[src/rtl/s_array_pkg.sv]
// Shared definitions for the S-array memory and its clients (FSM encodings,
// default geometry, seed word).
package s_array_pkg;

  localparam int          T_DEF = 16;
  localparam int          W_DEF = 32;
  localparam logic [31:0] P_DEF = 32'hB7E15163;

  typedef enum logic [2:0] {
    ST_INIT  = 3'b000,
    ST_READY = 3'b001
  } state_t;

endpackage

[src/rtl/s_array_ram.sv]
// Plain T x W single-port synchronous RAM, read-first, no reset on contents.
module s_array_ram #(
  parameter  int T  = 16,
  parameter  int W  = 32,
  localparam int AW = $clog2(T)
) (
  input  logic          clk,
  input  logic          we,
  input  logic [AW-1:0] addr,
  input  logic [W-1:0]  wdata,
  output logic [W-1:0]  rdata
);

  logic [W-1:0] mem [T];

  always_ff @(posedge clk) begin
    if (we) mem[addr] <= wdata;
    rdata <= mem[addr];
  end

endmodule

[src/rtl/s_array_mem.sv]
// S-array memory: self-initialising T x W array (P at address 0, zeros
// elsewhere) with one-cycle registered client access and a sticky range error.
// Optional S_MEM_BYPASS_EN: same-cycle write/read returns the new data.
module s_array_mem
  import s_array_pkg::*;
#(
  parameter  int          T        = T_DEF,
  parameter  int          W        = W_DEF,
  parameter  logic [W-1:0] P       = W'(P_DEF),
  localparam int          T_LENGTH = $clog2(T)
) (
  input  logic                clk,
  input  logic                rst,
  input  logic                iInit,
  input  logic [T_LENGTH-1:0] iS_address,
  input  logic                iS_we,
  input  logic [W-1:0]        iS_sub_i_prima,
  output logic [W-1:0]        oS_sub_i,
  output logic                oReady,
  output logic                oErr,
  output logic [2:0]          fsm_state
);

  // Handshake: no valid/ready pair on the client side; oReady=1 means every
  // cycle is an accepted access (read always, write when iS_we=1).

  state_t              state, state_nx;
  logic [T_LENGTH-1:0] cnt, cnt_nx;
  logic                valid_q, err_q;

  logic                in_range;
  logic                client_ok;
  logic                ram_we;
  logic [T_LENGTH-1:0] ram_addr;
  logic [W-1:0]        ram_wdata, ram_rdata;

  assign in_range  = {1'b0, iS_address} < (T_LENGTH+1)'(T);
  assign client_ok = (state == ST_READY) && !iInit && in_range;

  always_comb begin
    state_nx  = state;
    cnt_nx    = cnt;
    ram_we    = 1'b0;
    ram_addr  = '0;
    ram_wdata = iS_sub_i_prima;
    case (state)
      ST_INIT: begin
        ram_we    = 1'b1;
        ram_addr  = cnt;
        ram_wdata = (cnt == '0) ? P : '0;
        if (iInit) begin
          cnt_nx = '0;
        end else if (cnt == T_LENGTH'(T - 1)) begin
          cnt_nx   = '0;
          state_nx = ST_READY;
        end else begin
          cnt_nx = cnt + 1'b1;
        end
      end
      ST_READY: begin
        // Out-of-range addresses are steered to 0 with the write blocked.
        ram_we   = client_ok && iS_we;
        ram_addr = in_range ? iS_address : '0;
        if (iInit) begin
          state_nx = ST_INIT;
          cnt_nx   = '0;
        end
      end
      default: begin
        state_nx = ST_INIT;
        cnt_nx   = '0;
      end
    endcase
  end

  always_ff @(posedge clk or negedge rst) begin
    if (!rst) begin
      state   <= ST_INIT;
      cnt     <= '0;
      valid_q <= 1'b0;
      err_q   <= 1'b0;
    end else begin
      state   <= state_nx;
      cnt     <= cnt_nx;
      valid_q <= client_ok;
      if (iInit)
        err_q <= 1'b0;
      else if ((state == ST_READY) && !in_range)
        err_q <= 1'b1;
    end
  end

  s_array_ram #(.T(T), .W(W)) u_ram (
    .clk   (clk),
    .we    (ram_we),
    .addr  (ram_addr),
    .wdata (ram_wdata),
    .rdata (ram_rdata)
  );

`ifdef S_MEM_BYPASS_EN
  logic         byp_q;
  logic [W-1:0] byp_data_q;

  always_ff @(posedge clk or negedge rst) begin
    if (!rst) begin
      byp_q      <= 1'b0;
      byp_data_q <= '0;
    end else begin
      byp_q      <= client_ok && iS_we;
      byp_data_q <= iS_sub_i_prima;
    end
  end

  assign oS_sub_i = !valid_q ? '0 : (byp_q ? byp_data_q : ram_rdata);
`else
  assign oS_sub_i = valid_q ? ram_rdata : '0;
`endif

  assign oReady    = (state == ST_READY);
  assign oErr      = err_q;
  assign fsm_state = state;

endmodule

[config.mk]
export PLATFORM = sky130hd
export DESIGN_NAME = s_array_mem
export DESIGN_NICKNAME = d
export VERILOG_FILES = /design/src/rtl/s_array_pkg.sv /design/src/rtl/s_array_ram.sv /design/src/rtl/s_array_mem.sv
export SDC_FILE = /design/constraint.sdc
export NUM_CORES = 1
export LEC_CHECK = 0
export BUFFER_PORTS_ARGS = -buffer_cell sky130_fd_sc_hd__buf_2
export CAP_MARGIN = 40
export CORE_MARGIN = 3
export CORE_UTILIZATION = 52
export DETAILED_ROUTE_END_ITERATION = 7
export PLACE_DENSITY = 0.67
export SYNTH_ARGS = -nofsm -noshare
export SYNTH_HDL_FRONTEND = slang
export SYNTH_SLANG_ARGS = --single-unit
[constraint.sdc]
create_clock -name clk -period 3.8 [get_ports clk]
set_input_delay 0.57 -clock clk [delete_from_list [all_inputs] [get_ports clk]]
set_output_delay 0.57 -clock clk [all_outputs]
set_load 0.02 [all_outputs]
# Yosys cells after proc, flatten, opt, wreduce, memory -nomap -nowiden
# Memories as Yosys holds them, arrays and structs flattened. A register that Yosys moved wholly into a read port is not among the register bits.
# Index checks and enable logic that the tools add are counted.
dict set report word_totals {
  mem_bits_rw 512
  inputBits 40
  n_memories 1
  latch_bits 0
  reg_bits 8
  output_inout_bits 37
  mem_bits_ro 0
}
# memory depth word_bits read_ports rd_clocked_by_memory_dff write_ports line_no
set memory_table {}
lappend memory_table {u_ram.mem 16 32 1 1 1 s_array_ram.sv:14} ;# logic [W-1:0] mem [T];
dict set report classes {
  n_reduce_logical 6
  shift 0
  order_cmp 0
  muxes 15
  n_eq_ne 5
  div_mod_pow 0
  n_addsub 1
  mul 0
  bitwise 0
}
# op count
set ops {}
lappend ops {{$mux 32} 3}
lappend ops {{$pmux 4 s2} 2}
lappend ops {{$mux 4} 3}
lappend ops {{$mux 3} 3}
lappend ops {{$ne 2x2->1 const B} 3}
lappend ops {{$pmux 3 s2} 1}
lappend ops {{$add 4x1->4 const B} 1}
lappend ops {{$eq 4x4->1 const B} 1}
lappend ops {{$logic_not 4->1} 1}
lappend ops {{$eq 3x1->1 const B} 1}
lappend ops {{$logic_not 3->1} 1}
lappend ops {{$reduce_and 3->1} 1}
lappend ops {{$logic_and 1x1->1} 2}
lappend ops {{$mux 1} 2}
lappend ops {{$pmux 1 s2} 1}
lappend ops {{$logic_not 1->1} 1}

# Logic depth before layout (Yosys ltp)
# Gate-level depths: netlist of run 1.
dict set report logic_depth {
  ltp_word 6
  mapped_depth 9
}

# Modules after synthesis
# From an unflattened synthesis of run 1, not the netlist that was laid out.
dict set report hier_totals {
  cells_unflattened 953
  area_unflattened_um2 20726.1
}
# mod area_per_inst_um2 cells_each instances
set modules_own_cells {}
lappend modules_own_cells {s_array_ram 19862.8 840 1}
lappend modules_own_cells {s_array_mem 863.3 113 1}

# Worst setup path after synthesis of run 1
# Ideal clock, no wire load.
dict set report synth_timing {
  kind {register -> register}
  startpoint {reg state[0] (netlist: fsm_state[0])}
  endpoint {mem u_ram.mem[11][0], enable pin}
  required_time_ps 3379
  path_buffers 3
  setup_slack_ps 494
  path_stages_with_launch 7
  setup_ps 421
  arrival_ps 2885
  cell_sequence {dfrtp_1 -> buf_6 -> buf_4 -> buf_2 -> nor3b_1 -> nor2_1 -> nor2_1}
}
dict set report synth_via {
  elab_chain_len 6
  elab_cells_between_ends 8
}
# element line_no
set synth_lines {}
lappend synth_lines {{start: declaration} s_array_mem.sv:27} ;# state_t state, state_nx;
lappend synth_lines {{start signal: assignment} s_array_mem.sv:83} ;# state <= state_nx;
lappend synth_lines {{$eq 3x1->1} {s_array_mem.sv:38, s_array_mem.sv:46}}
lappend synth_lines {{$logic_and 1x1->1} s_array_mem.sv:38} ;# assign client_ok = (state == ST_READY) && !iInit && in_range;
lappend synth_lines {{$logic_and 1x1->1} s_array_mem.sv:62} ;# ram_we = client_ok && iS_we;
lappend synth_lines {{$pmux 1 s2} s_array_mem.sv:46} ;# case (state)
lappend synth_lines {{$mux 1} s_array_ram.sv:17} ;# if (we) mem[addr] <= wdata;
lappend synth_lines {{$mux 1 (not written as such)} s_array_ram.sv:17}
lappend synth_lines {{end: declaration} s_array_ram.sv:14}
# Several ways; a longest one is shown, not always the timed one.

# Final worst setup path of run 1
dict set report layout_timing {
  startpoint {reg state[0] (netlist: fsm_state[0])}
  endpoint {reg u_ram.rdata[25] (read register of u_ram.mem)}
}
dict set report layout_via {
  elab_chain_len 2
  elab_cells_between_ends 3
}
# element line_no
set layout_lines {}
lappend layout_lines {{$eq 3x1->1 or $logic_not 3->1 (tied branches)} s_array_mem.sv:46}
lappend layout_lines {{$pmux 4 s2 *} s_array_mem.sv:46}
lappend layout_lines {{end: declaration} s_array_ram.sv:11} ;# output logic [W-1:0] rdata
# Mark *: on every way between the ends. The rest lies on a longest branch, timed or not.
# A chain may end at the register's enable or synchronous reset.

==> metrics, run 1 <==
outcome complete, no violations; Tcrit/Tclk final 0.875; # IOs 77; TritonRoute pass-1 iters 5; Cell Pwr Density 497 nW/um2; Crit Path Category flip-flop to flip-flop; number of setup violations in the final report 0; effective utilization at floorplan 0.527; #FFs+latches synth 550; hold crit path type primary input to flip-flop; Post-synth EDFFs 512; CP Capture Type flip-flop; H-tree Lvls 2; min Tclk post-route 3.33 ns; antenna violations before repair 3; Least-Margin Pin Slew 0.893 ns; Syn. warnings 0; core footprint 46,700 um2; Mapped Cells 1,668; share of cells above drive strength 1 0.179; CTS resizes 0; Worst-path clk slew 0.06 ns; CP max FO 159; Area after DPL 25,800 um2; via count 15,800; Slew headroom 0.404; via density per instance 6.82; Hold Buf Count CTS 1; largest net degree at the start of global routing 193; clock sinks 550; Hold Path Origin iInit; wire length of the first global-routing pass 96.3 mm; CTS Buf Count 56; Leakage 0.00959 uW; Worst Path Arrival 3.74 ns; # DRC 0; Clock Tree Buf Depth 3; sum of negative setup slack 0 ns; RSZ-0062 raised after global routing false; drt first-iter violations 2,174; row cnt 79; die area 49,900 um2; GRT Residual Overflow 0; Mean Syn Cell Area 14.7 um2; design area 27,600 um2; GP Congestion 0.784; Die Span Y 223 um; Worst-Skew Late Latency 0.61 ns; fmax 301 MHz; Final Skew 0.0152 ns; final WL 63.7 mm; Post-CTS Setup Bufs 0; Final ANT Viol Nets 0; Die W 223 um; Avg WL per Cell 27.4 um; # diodes 0; Port-buffer cells 73; Max Cap Viol 0; Area growth syn-to-layout 12.5%; GRT Total Usage 0.253; critical path startpoint fsm_state[0]$_DFFE_PN0P_; Peak VDD IR 0.420 mV; mapped cell area 24,600 um2; Fin. Hold Viols 0; CTS Root Cell clkbuf_16; TritonCTS clock tree done; Worst Path Required 4.21 ns; post-DP HPWL 34.8 mm; CP Launch Type flip-flop; number of global-route vias before repair 15,700; # nets final 1,712; ys async rst share 0.0109; synth unique cells 42; Seq/Total Area, Yosys 0.658; R2R Path Start fsm_state[0]$_DFFE_PN0P_; fin. max-slew vios 0; Main synth FF type edfxtp_1
==> power by group <==
part	leakage [uW]	total, uW	internal, uW	switching (uW)
clock network	0.000896	5500	3230	2270
registers	0.00514	7020	6930	91.0
logic	0.00356	1220	445	774
==> critical path: stages, from the launching register on <==
cell,delay (ns)
dfrtp_4,0.81
buf_4,0.41
buf_12,0.50
nand4b_1,0.19
nand2_1,0.07
o41ai_1,0.79
nand4_1,0.28
==> layout make-up <==
class                   count  area (um2)
fillers                  3523       19000
flip-flops and latches    550       16200
multi-input cells         927        7750
clock buffers              84        1640
repair buffers            132        1100
well taps                 607         759
clock inverters            20         201
inverters                   3        11.3
==> sequential cells by signal, summed over array words and instances, names as in the netlist <==
register / cells
u_ram.mem: 512
u_ram.rdata: 32
fsm_state: 1
valid_q: 1
cnt: 4
==> placed cells by master (no fill, tap or decap), drive strengths merged, types with 2 or more instances in the layout <==
cell type / Yosys / layout
o22ai: 2 / 2
ha: 2 / 2
dfxtp: 32 / 32
nor3: 2 / 2
nor3b: 3 / 3
buf: 53 / 131
and2: 47 / 47
nand4b: 128 / 128
bufinv: 0 / 4
o31ai: 64 / 64
clkinvlp: 0 / 3
inv: 3 / 3
nand2b: 3 / 3
nor2b: 2 / 2
mux4: 64 / 64
nand4: 97 / 97
dfrtp: 6 / 6
a21o: 17 / 17
o41ai: 64 / 64
o21a: 65 / 65
nor4bb: 64 / 64
a21oi: 3 / 3
clkbuf: 137 / 84
nor2: 24 / 24
a41o: 64 / 64
o21ai: 66 / 66
clkinv: 0 / 13
nand2: 132 / 132
mux2i: 3 / 3
conb: 1 / 3
edfxtp: 512 / 512
==> layer usage <==
metal | global-route usage | up-vias | part of all wire
met5 | 0 | - | 0
met4 | 0.0724 | 0 | 0.026
met3 | 0.0467 | 120 | 0.088
met2 | 0.396 | 815 | 0.47
met1 | 0.368 | 8032 | 0.42
li1 | - | 6875 | -
==> cells in the mapped netlist (5+ instances only) <==
library cell    n  area, um2
dfrtp_1         6        150
nand4b_1      128       1120
buf_1          18       67.6
o41ai_1        64        561
buf_2          21        105
nor4bb_1       64        641
clkbuf_1      137        514
nor2_1         24       90.1
o21ai_0        60        300
o21ai_1         6       30.0
o31ai_1        64        480
dfxtp_1        32        641
edfxtp_1      512      15400
and2_1         47        294
a41o_1         64        641
a21o_1         17        128
o21a_1         65        488
mux4_2         64       1440
nand2_1       132        495
buf_4           6       45.0
buf_6           5       56.3
nand4_1        97        607
==> through the flow <==
stage                     hold slack [ns]  std cells  worst slack, ns   util  total power, uW
after floorplan                     0.274       1670            0.494      -             7920
after global placement              0.403       2209            0.571  0.548             8310
after detailed placement            0.402       2217            0.545  0.553             8370
after CTS                           0.214       2322            0.510  0.592            13800
after global routing                0.228       2323            0.316  0.592            14200
final                               0.244       2323            0.473  0.592            13700
==> cell families (layout without fill, tap and decap cells) <==
family,Yosys count,count (layout),synth area share
compound gates,347,347,0.109
fa+ha+maj,2,2,0.00102
other cells,1,3,0.000153
flops,550,550,0.658
buf+inv,193,239,0.0350
xor+xnor,1,1,0.000356
mux,68,68,0.0605
simple gates,506,506,0.136
==> worst paths after layout <==
path / end / slack [ns] / cells past startpoint
worst min-delay path: valid_q$_DFF_PN0_ / 0.24 / 2
worst min register to register: u_ram.rdata[15]$_DFF_P_ / 0.61 / 3
max in group asynchronous: fsm_state[0]$_DFFE_PN0P_ / 3.30 / 2
worst max-delay path: u_ram.rdata[25]$_DFF_P_ / 0.47 / 6
worst max register to register: u_ram.rdata[25]$_DFF_P_ / 0.47 / 6
min in group asynchronous: valid_q$_DFF_PN0_ / 0.34 / 2
(Power assumes the default switching activity.)
==> run 2, diff against run 1 <==
- CORE_MARGIN: 3 -> unset
- REMOVE_ABC_BUFFERS: unset -> 1
==> run 2 against run 1 <==
Wire length increased by 2.8%. Power is 3.0% higher. Critical path depth did not move. First-iteration DRC count decreased by 4.6%. Hold slack worse by 0.045 ns. Clock-buffer cell count down 8. Cell count is essentially flat. Highest routed layer unchanged. Flip-flop and latch count did not move. Combinational power about the same. Critical path type unchanged. Worst setup slack better by 0.29 ns. Clock power up 8.0%.
==> metrics, run 2 (synthesis results as in run 1) <==
clock sinks 550 (unchanged); H-tree Lvls 2 (unchanged); number of global-route vias before repair 15,400 (was 15,700); Final ANT Viol Nets 0 (unchanged); GRT Residual Overflow 0 (unchanged); Worst-path clk slew 0.06 ns (about the same); Fin. Hold Viols 0 (unchanged); largest net degree at the start of global routing 177 (was 193); Die Span Y 219 um (was 223 um); commonest non-fill, non-tap cell in the layout edfxtp_1 (unchanged); Clock Tree Buf Depth 3 (unchanged); Peak VDD IR 0.293 mV (was 0.420 mV); drt first-iter violations 2,073 (was 2,174); Min-Delay Endpoint cnt[2]$_DFFE_PN0P_ (was valid_q$_DFF_PN0_); # IOs 77 (unchanged); Die W 219 um (was 223 um); effective utilization at floorplan 0.528 (was 0.527); Worst Path Arrival 3.49 ns (was 3.74 ns); Cell Pwr Density 511 nW/um2 (was 497 nW/um2); GP Congestion 0.776 (was 0.784); part of the power in combinational logic 0.085 (was 0.089); via count 16,000 (was 15,800); CTS Root Cell clkbuf_16 (unchanged); Port-buffer cells 73 (unchanged); # diodes 0 (unchanged); Least-Margin Pin Slew 0.931 ns (was 0.893 ns); CP max FO 175 (was 159); fin. max-slew vios 0 (unchanged); CP Launch Type flip-flop (unchanged); TritonRoute pass-1 iters 6 (was 5); # nets final 1,708 (was 1,712); # DRC 0 (unchanged); Reg2Reg Depth 6 (unchanged); Sw Pwr 3200 uW (was 3130 uW); antenna violations before repair 1 (was 3); share of cells above drive strength 1 0.183 (was 0.179); CTS Buf Count 57 (was 56); number of setup violations in the final report 0 (unchanged); most frequent cells in the layout edfxtp_1, nand2_1, nand4b_1 (unchanged); Worst Path Required 4.26 ns (was 4.21 ns); Max Cap Viol 0 (unchanged); RSZ-0062 raised after global routing false (unchanged); WHS Path Cells 2 (unchanged); die area 48,100 um2 (was 49,900 um2); reg2reg setup slack 0.77 ns (was 0.47 ns); Area growth syn-to-layout 12.8% (was 12.5%); Top reg by flops u_ram.mem (unchanged); final WL 65.5 mm (was 63.7 mm); Worst-Skew Late Latency 0.61 ns (about the same); number of flip-flops in the largest register 512 (unchanged); Slew headroom 0.379 (was 0.404); row cnt 79 (unchanged); Crit Path Category flip-flop to flip-flop (unchanged); post-DP HPWL 33.9 mm (was 34.8 mm); dpl cells 2,213 (was 2,217); hold crit path type primary input to flip-flop (unchanged); post-route insts no fill 2,321 (was 2,323); Sw Share 0.226 (was 0.228); reg2reg end u_ram.rdata[4]$_DFF_P_ (was u_ram.rdata[25]$_DFF_P_); clock share of power 0.419 (was 0.400); CP Capture Type flip-flop (unchanged); wire length of the first global-routing pass 97.4 mm (was 96.3 mm); Avg WL per Cell 28.2 um (was 27.4 um); Leakage 0.00964 uW (was 0.00959 uW); TritonCTS clock tree done (unchanged); sum of negative setup slack 0 ns (unchanged); via density per instance 6.89 (was 6.82); R2R Path Start fsm_state[0]$_DFFE_PN0P_ (unchanged); core footprint 46,600 um2 (was 46,700 um2); GRT Total Usage 0.274 (was 0.253); top flop regs u_ram.mem x512, u_ram.rdata x32, cnt x4 (unchanged); Final Skew 0.0105 ns (was 0.0152 ns); Post-CTS Setup Bufs 0 (unchanged); Hold Path Origin iInit (unchanged); fmax 330 MHz (was 301 MHz); Pint 11,000 uW (was 10,600 uW); outcome complete, no violations (unchanged); sequential power share 0.496 (was 0.511); min Tclk post-route 3.03 ns (was 3.33 ns); Tcrit/Tclk final 0.798 (was 0.875)
## run 2: stage by stage
step / power (uW) / hold slack (ns) / setup slack (ns) / util / cell area [um2]
final: 14200 / 0.199 / 0.768 / 0.595 / 27700
after global routing: 14500 / 0.209 / 0.697 / 0.595 / 27700
after CTS: 14200 / 0.180 / 0.871 / 0.595 / 27700
after detailed placement: 8340 / 0.402 / 0.840 / 0.552 / 25700
after global placement: 8300 / 0.398 / 0.929 / 0.549 / 25600
after floorplan: 7850 / 0.274 / -11.13 / - / 23700
## run 2: worst max-delay path, stage by stage, from the launching register on
cell and delay (ns):
dfrtp_4 0.69, buf_12 0.49, nor3_4 0.24, buf_12 0.27
o21a_1 0.22, o41ai_1 0.57, nand4_1 0.20
## run 2: power groups by stage
stage | Sequential [uW] | Clock (uW) | Combinational, uW
final | 7030 | 5940 | 1200
after global routing | 7040 | 6220 | 1280
after CTS | 7030 | 5990 | 1190
after detailed placement | 7160 | 0 | 1180
after global placement | 7160 | 0 | 1150
after floorplan | 7160 | 0 | 693
## run 2: repair_timing
action	4_1_cts	5_1_grt
hold buffers	1	0
gates resized for setup	0	0
endpoints found under the hold margin	6	0
setup endpoints to repair	0	0
## run 2: final cells by class
type / count / area [um2]
fillers: 3450 / 18800
flip-flops and latches: 550 / 16200
multi-input cells: 927 / 7750
clock buffers: 76 / 1580
repair buffers: 127 / 1000
well taps: 607 / 759
clock inverters: 31 / 430
inverters: 3 / 11.3
## run 2: worst max-delay path by stage
stage | start | endpoint | slack, ns
3_3_place_gp | iS_address[0] | u_ram.rdata[16]$_DFF_P_ | 0.93
4_1_cts | fsm_state[0]$_DFFE_PN0P_ | u_ram.rdata[8]$_DFF_P_ | 0.87
3_5_place_dp | iS_address[0] | u_ram.rdata[26]$_DFF_P_ | 0.84
6_report | fsm_state[0]$_DFFE_PN0P_ | u_ram.rdata[4]$_DFF_P_ | 0.77
2_1_floorplan | fsm_state[0]$_DFFE_PN0P_ | u_ram.mem[11][0]$_DFFE_PP_ | -11.13
5_1_grt | fsm_state[0]$_DFFE_PN0P_ | u_ram.rdata[4]$_DFF_P_ | 0.70
## run 2: layer usage
layer	share of wire	track usage	vias up	wire, um
met5	0	0	-	0
met4	0.024	0.0824	0	1580
met3	0.089	0.0402	97	5800
met2	0.47	0.426	840	30600
met1	0.42	0.402	8190	27500
li1	-	-	6866	-
==> run 3, diff against run 2 <==
- clock period: 3.8 -> 2.8 ns (I/O delays scaled with it)
==> run 3 against run 2 <==
Hold slack worse by 0.12 ns. Worst setup slack worse by 0.60 ns. Power up 31%. Via count up 0.48%. Flip-flop and latch count unchanged. Sequential share of layout area down 0.092 points. Clock power up 25%. Wire length down 1.9%. Cell area up 0.16%. Combinational power up 39%. Critical endpoint is now u_ram.rdata[25]$_DFF_P_. Largest power group unchanged.
==> metrics, run 3 (synthesis results as in run 1) <==
Worst-path clk slew 0.07 ns (was 0.06 ns); Clock Tree Buf Depth 3 (unchanged); Post-CTS Setup Bufs 0 (unchanged); Area growth syn-to-layout 13.0% (was 12.8%); sum of negative setup slack 0 ns (unchanged); met3 WL post-DR 5.36 mm (was 5.80 mm); CP max FO 92 (was 175); Leakage 0.00969 uW (was 0.00964 uW); # DRC 0 (unchanged); via density per instance 6.87 (was 6.89); clock sinks 550 (unchanged); Worst-Skew Late Latency 0.61 ns (about the same); commonest non-fill, non-tap cell in the layout edfxtp_1 (unchanged); effective utilization at floorplan 0.528 (unchanged); CP max stage delay 0.62 ns (was 0.69 ns); most frequent cells in the layout edfxtp_1, nand2_1, nand4b_1 (unchanged); Fin. Hold Viols 0 (unchanged); critical path's slowest cell dfrtp_4 (unchanged); row cnt 79 (unchanged); fmax 380 MHz (was 330 MHz); CTS Root Cell clkbuf_16 (unchanged); post-route insts no fill 2,340 (was 2,321); Crit Path Category flip-flop to flip-flop (unchanged); core footprint 46,600 um2 (unchanged); GP Congestion 0.790 (was 0.776); drt first-iter violations 2,099 (was 2,073); CP Capture Type flip-flop (unchanged); Peak VDD IR 0.473 mV (was 0.293 mV); number of global-route vias before repair 15,900 (was 15,400); number of setup violations in the final report 0 (unchanged); Worst Path Arrival 3.08 ns (was 3.49 ns); Least-Margin Pin Slew 0.951 ns (was 0.931 ns); # IOs 77 (unchanged); WL met2 30.1 mm (was 30.6 mm); wl on met1 26.5 mm (was 27.5 mm); hold crit path type primary input to flip-flop (unchanged); GRT Total Usage 0.270 (was 0.274); DR top layer met4 (unchanged); Slew headroom 0.366 (was 0.379); Die W 219 um (unchanged); TritonRoute pass-1 iters 6 (unchanged); RSZ-0062 raised after global routing false (unchanged); Die Span Y 219 um (unchanged); # diodes 0 (unchanged); Port-buffer cells 73 (unchanged); antenna violations before repair 0 (was 1); Cell Pwr Density 670 nW/um2 (was 511 nW/um2); fin. max-slew vios 0 (unchanged); GRT Residual Overflow 0 (unchanged); Tcrit/Tclk final 0.940 (was 0.798); final WL 64.2 mm (was 65.5 mm); H-tree Lvls 2 (unchanged); die area 48,100 um2 (unchanged); # nets final 1,730 (was 1,708); min Tclk post-route 2.63 ns (was 3.03 ns); Final Skew 0.0201 ns (was 0.0105 ns); WP buf/inv 2 (unchanged); Worst Path Required 3.25 ns (was 4.26 ns); Top delay family on crit path compound AO/OA/AOI/OAI gates (unchanged); wire length of the first global-routing pass 96.8 mm (was 97.4 mm); outcome complete, no violations (unchanged); CTS Buf Count 55 (was 57); CP Launch Type flip-flop (unchanged); share of cells above drive strength 1 0.188 (was 0.183); Top reg by flops u_ram.mem (unchanged); Final ANT Viol Nets 0 (unchanged); top flop regs u_ram.mem x512, u_ram.rdata x32, cnt x4 (unchanged); Max Cap Viol 0 (unchanged); TritonCTS clock tree done (unchanged); Avg WL per Cell 27.5 um (was 28.2 um); largest net degree at the start of global routing 133 (was 177); CP Cell Sequence buf_4, buf_12, nor4bb_1, a41o_1, o41ai_1, nand4_1 (was buf_12, nor3_4, buf_12, o21a_1, o41ai_1, nand4_1); dpl cells 2,237 (was 2,213); post-DP HPWL 34.2 mm (was 33.9 mm); number of flip-flops in the largest register 512 (unchanged); via count 16,100 (was 16,000)
-- run 3: layout make-up --
| type | instances | area, um2 |
|---|---|---|
| multi-input cells | 927 | 7750 |
| inverters | 3 | 11.3 |
| flip-flops and latches | 550 | 16200 |
| clock inverters | 24 | 274 |
| clock buffers | 78 | 1530 |
| well taps | 607 | 759 |
| repair buffers | 151 | 1250 |
| fillers | 3420 | 18800 |
-- run 3: metal layers --
metal,up-vias,GRT usage
li1,6907,-
met1,8192,0.377
met2,829,0.421
met3,142,0.0480
met4,0,0.112
met5,-,0
-- run 3: metrics by stage --
stage	cell area [um2]	hold slack, ns	worst slack [ns]	power [uW]	util
floorplan	23700	0.124	-12.13	10700	-
global placement	25900	0.255	0.325	11300	0.556
detailed placement	25900	0.263	0.233	11300	0.557
CTS	27800	0.0307	0.218	18700	0.596
global route	27800	0.0506	0.0169	19200	0.596
finish	27800	0.0747	0.167	18600	0.596
-- run 3: power breakdown --
group          internal, uW  total [uW]  switching (uW)
registers              9410        9510             102
logic                   608        1670            1060
clock network          4360        7430            3070
total                 14400       18600            4230
-- run 3: worst paths after layout --
| path | cells past startpoint | startpoint | slack (ns) | endpoint |
|---|---|---|---|---|
| worst max-delay path | 6 | fsm_state[0]$_DFFE_PN0P_ | 0.17 | u_ram.rdata[25]$_DFF_P_ |
| worst min-delay path | 2 | iInit | 0.07 | cnt[1]$_DFFE_PN0P_ |
| worst max register to register | 6 | fsm_state[0]$_DFFE_PN0P_ | 0.17 | u_ram.rdata[25]$_DFF_P_ |
| worst min register to register | 3 | u_ram.mem[4][0]$_DFFE_PP_ | 0.60 | u_ram.rdata[0]$_DFF_P_ |
| max in group asynchronous | 2 | rst | 2.46 | fsm_state[0]$_DFFE_PN0P_ |
| min in group asynchronous | 2 | rst | 0.16 | cnt[1]$_DFFE_PN0P_ |
-- run 3: repair_timing --
| action | CTS | global route |
|---|---|---|
| resized for setup | 0 | 0 |
| hold buffers | 1 | 0 |
| hold endpoints to repair | 6 | 0 |
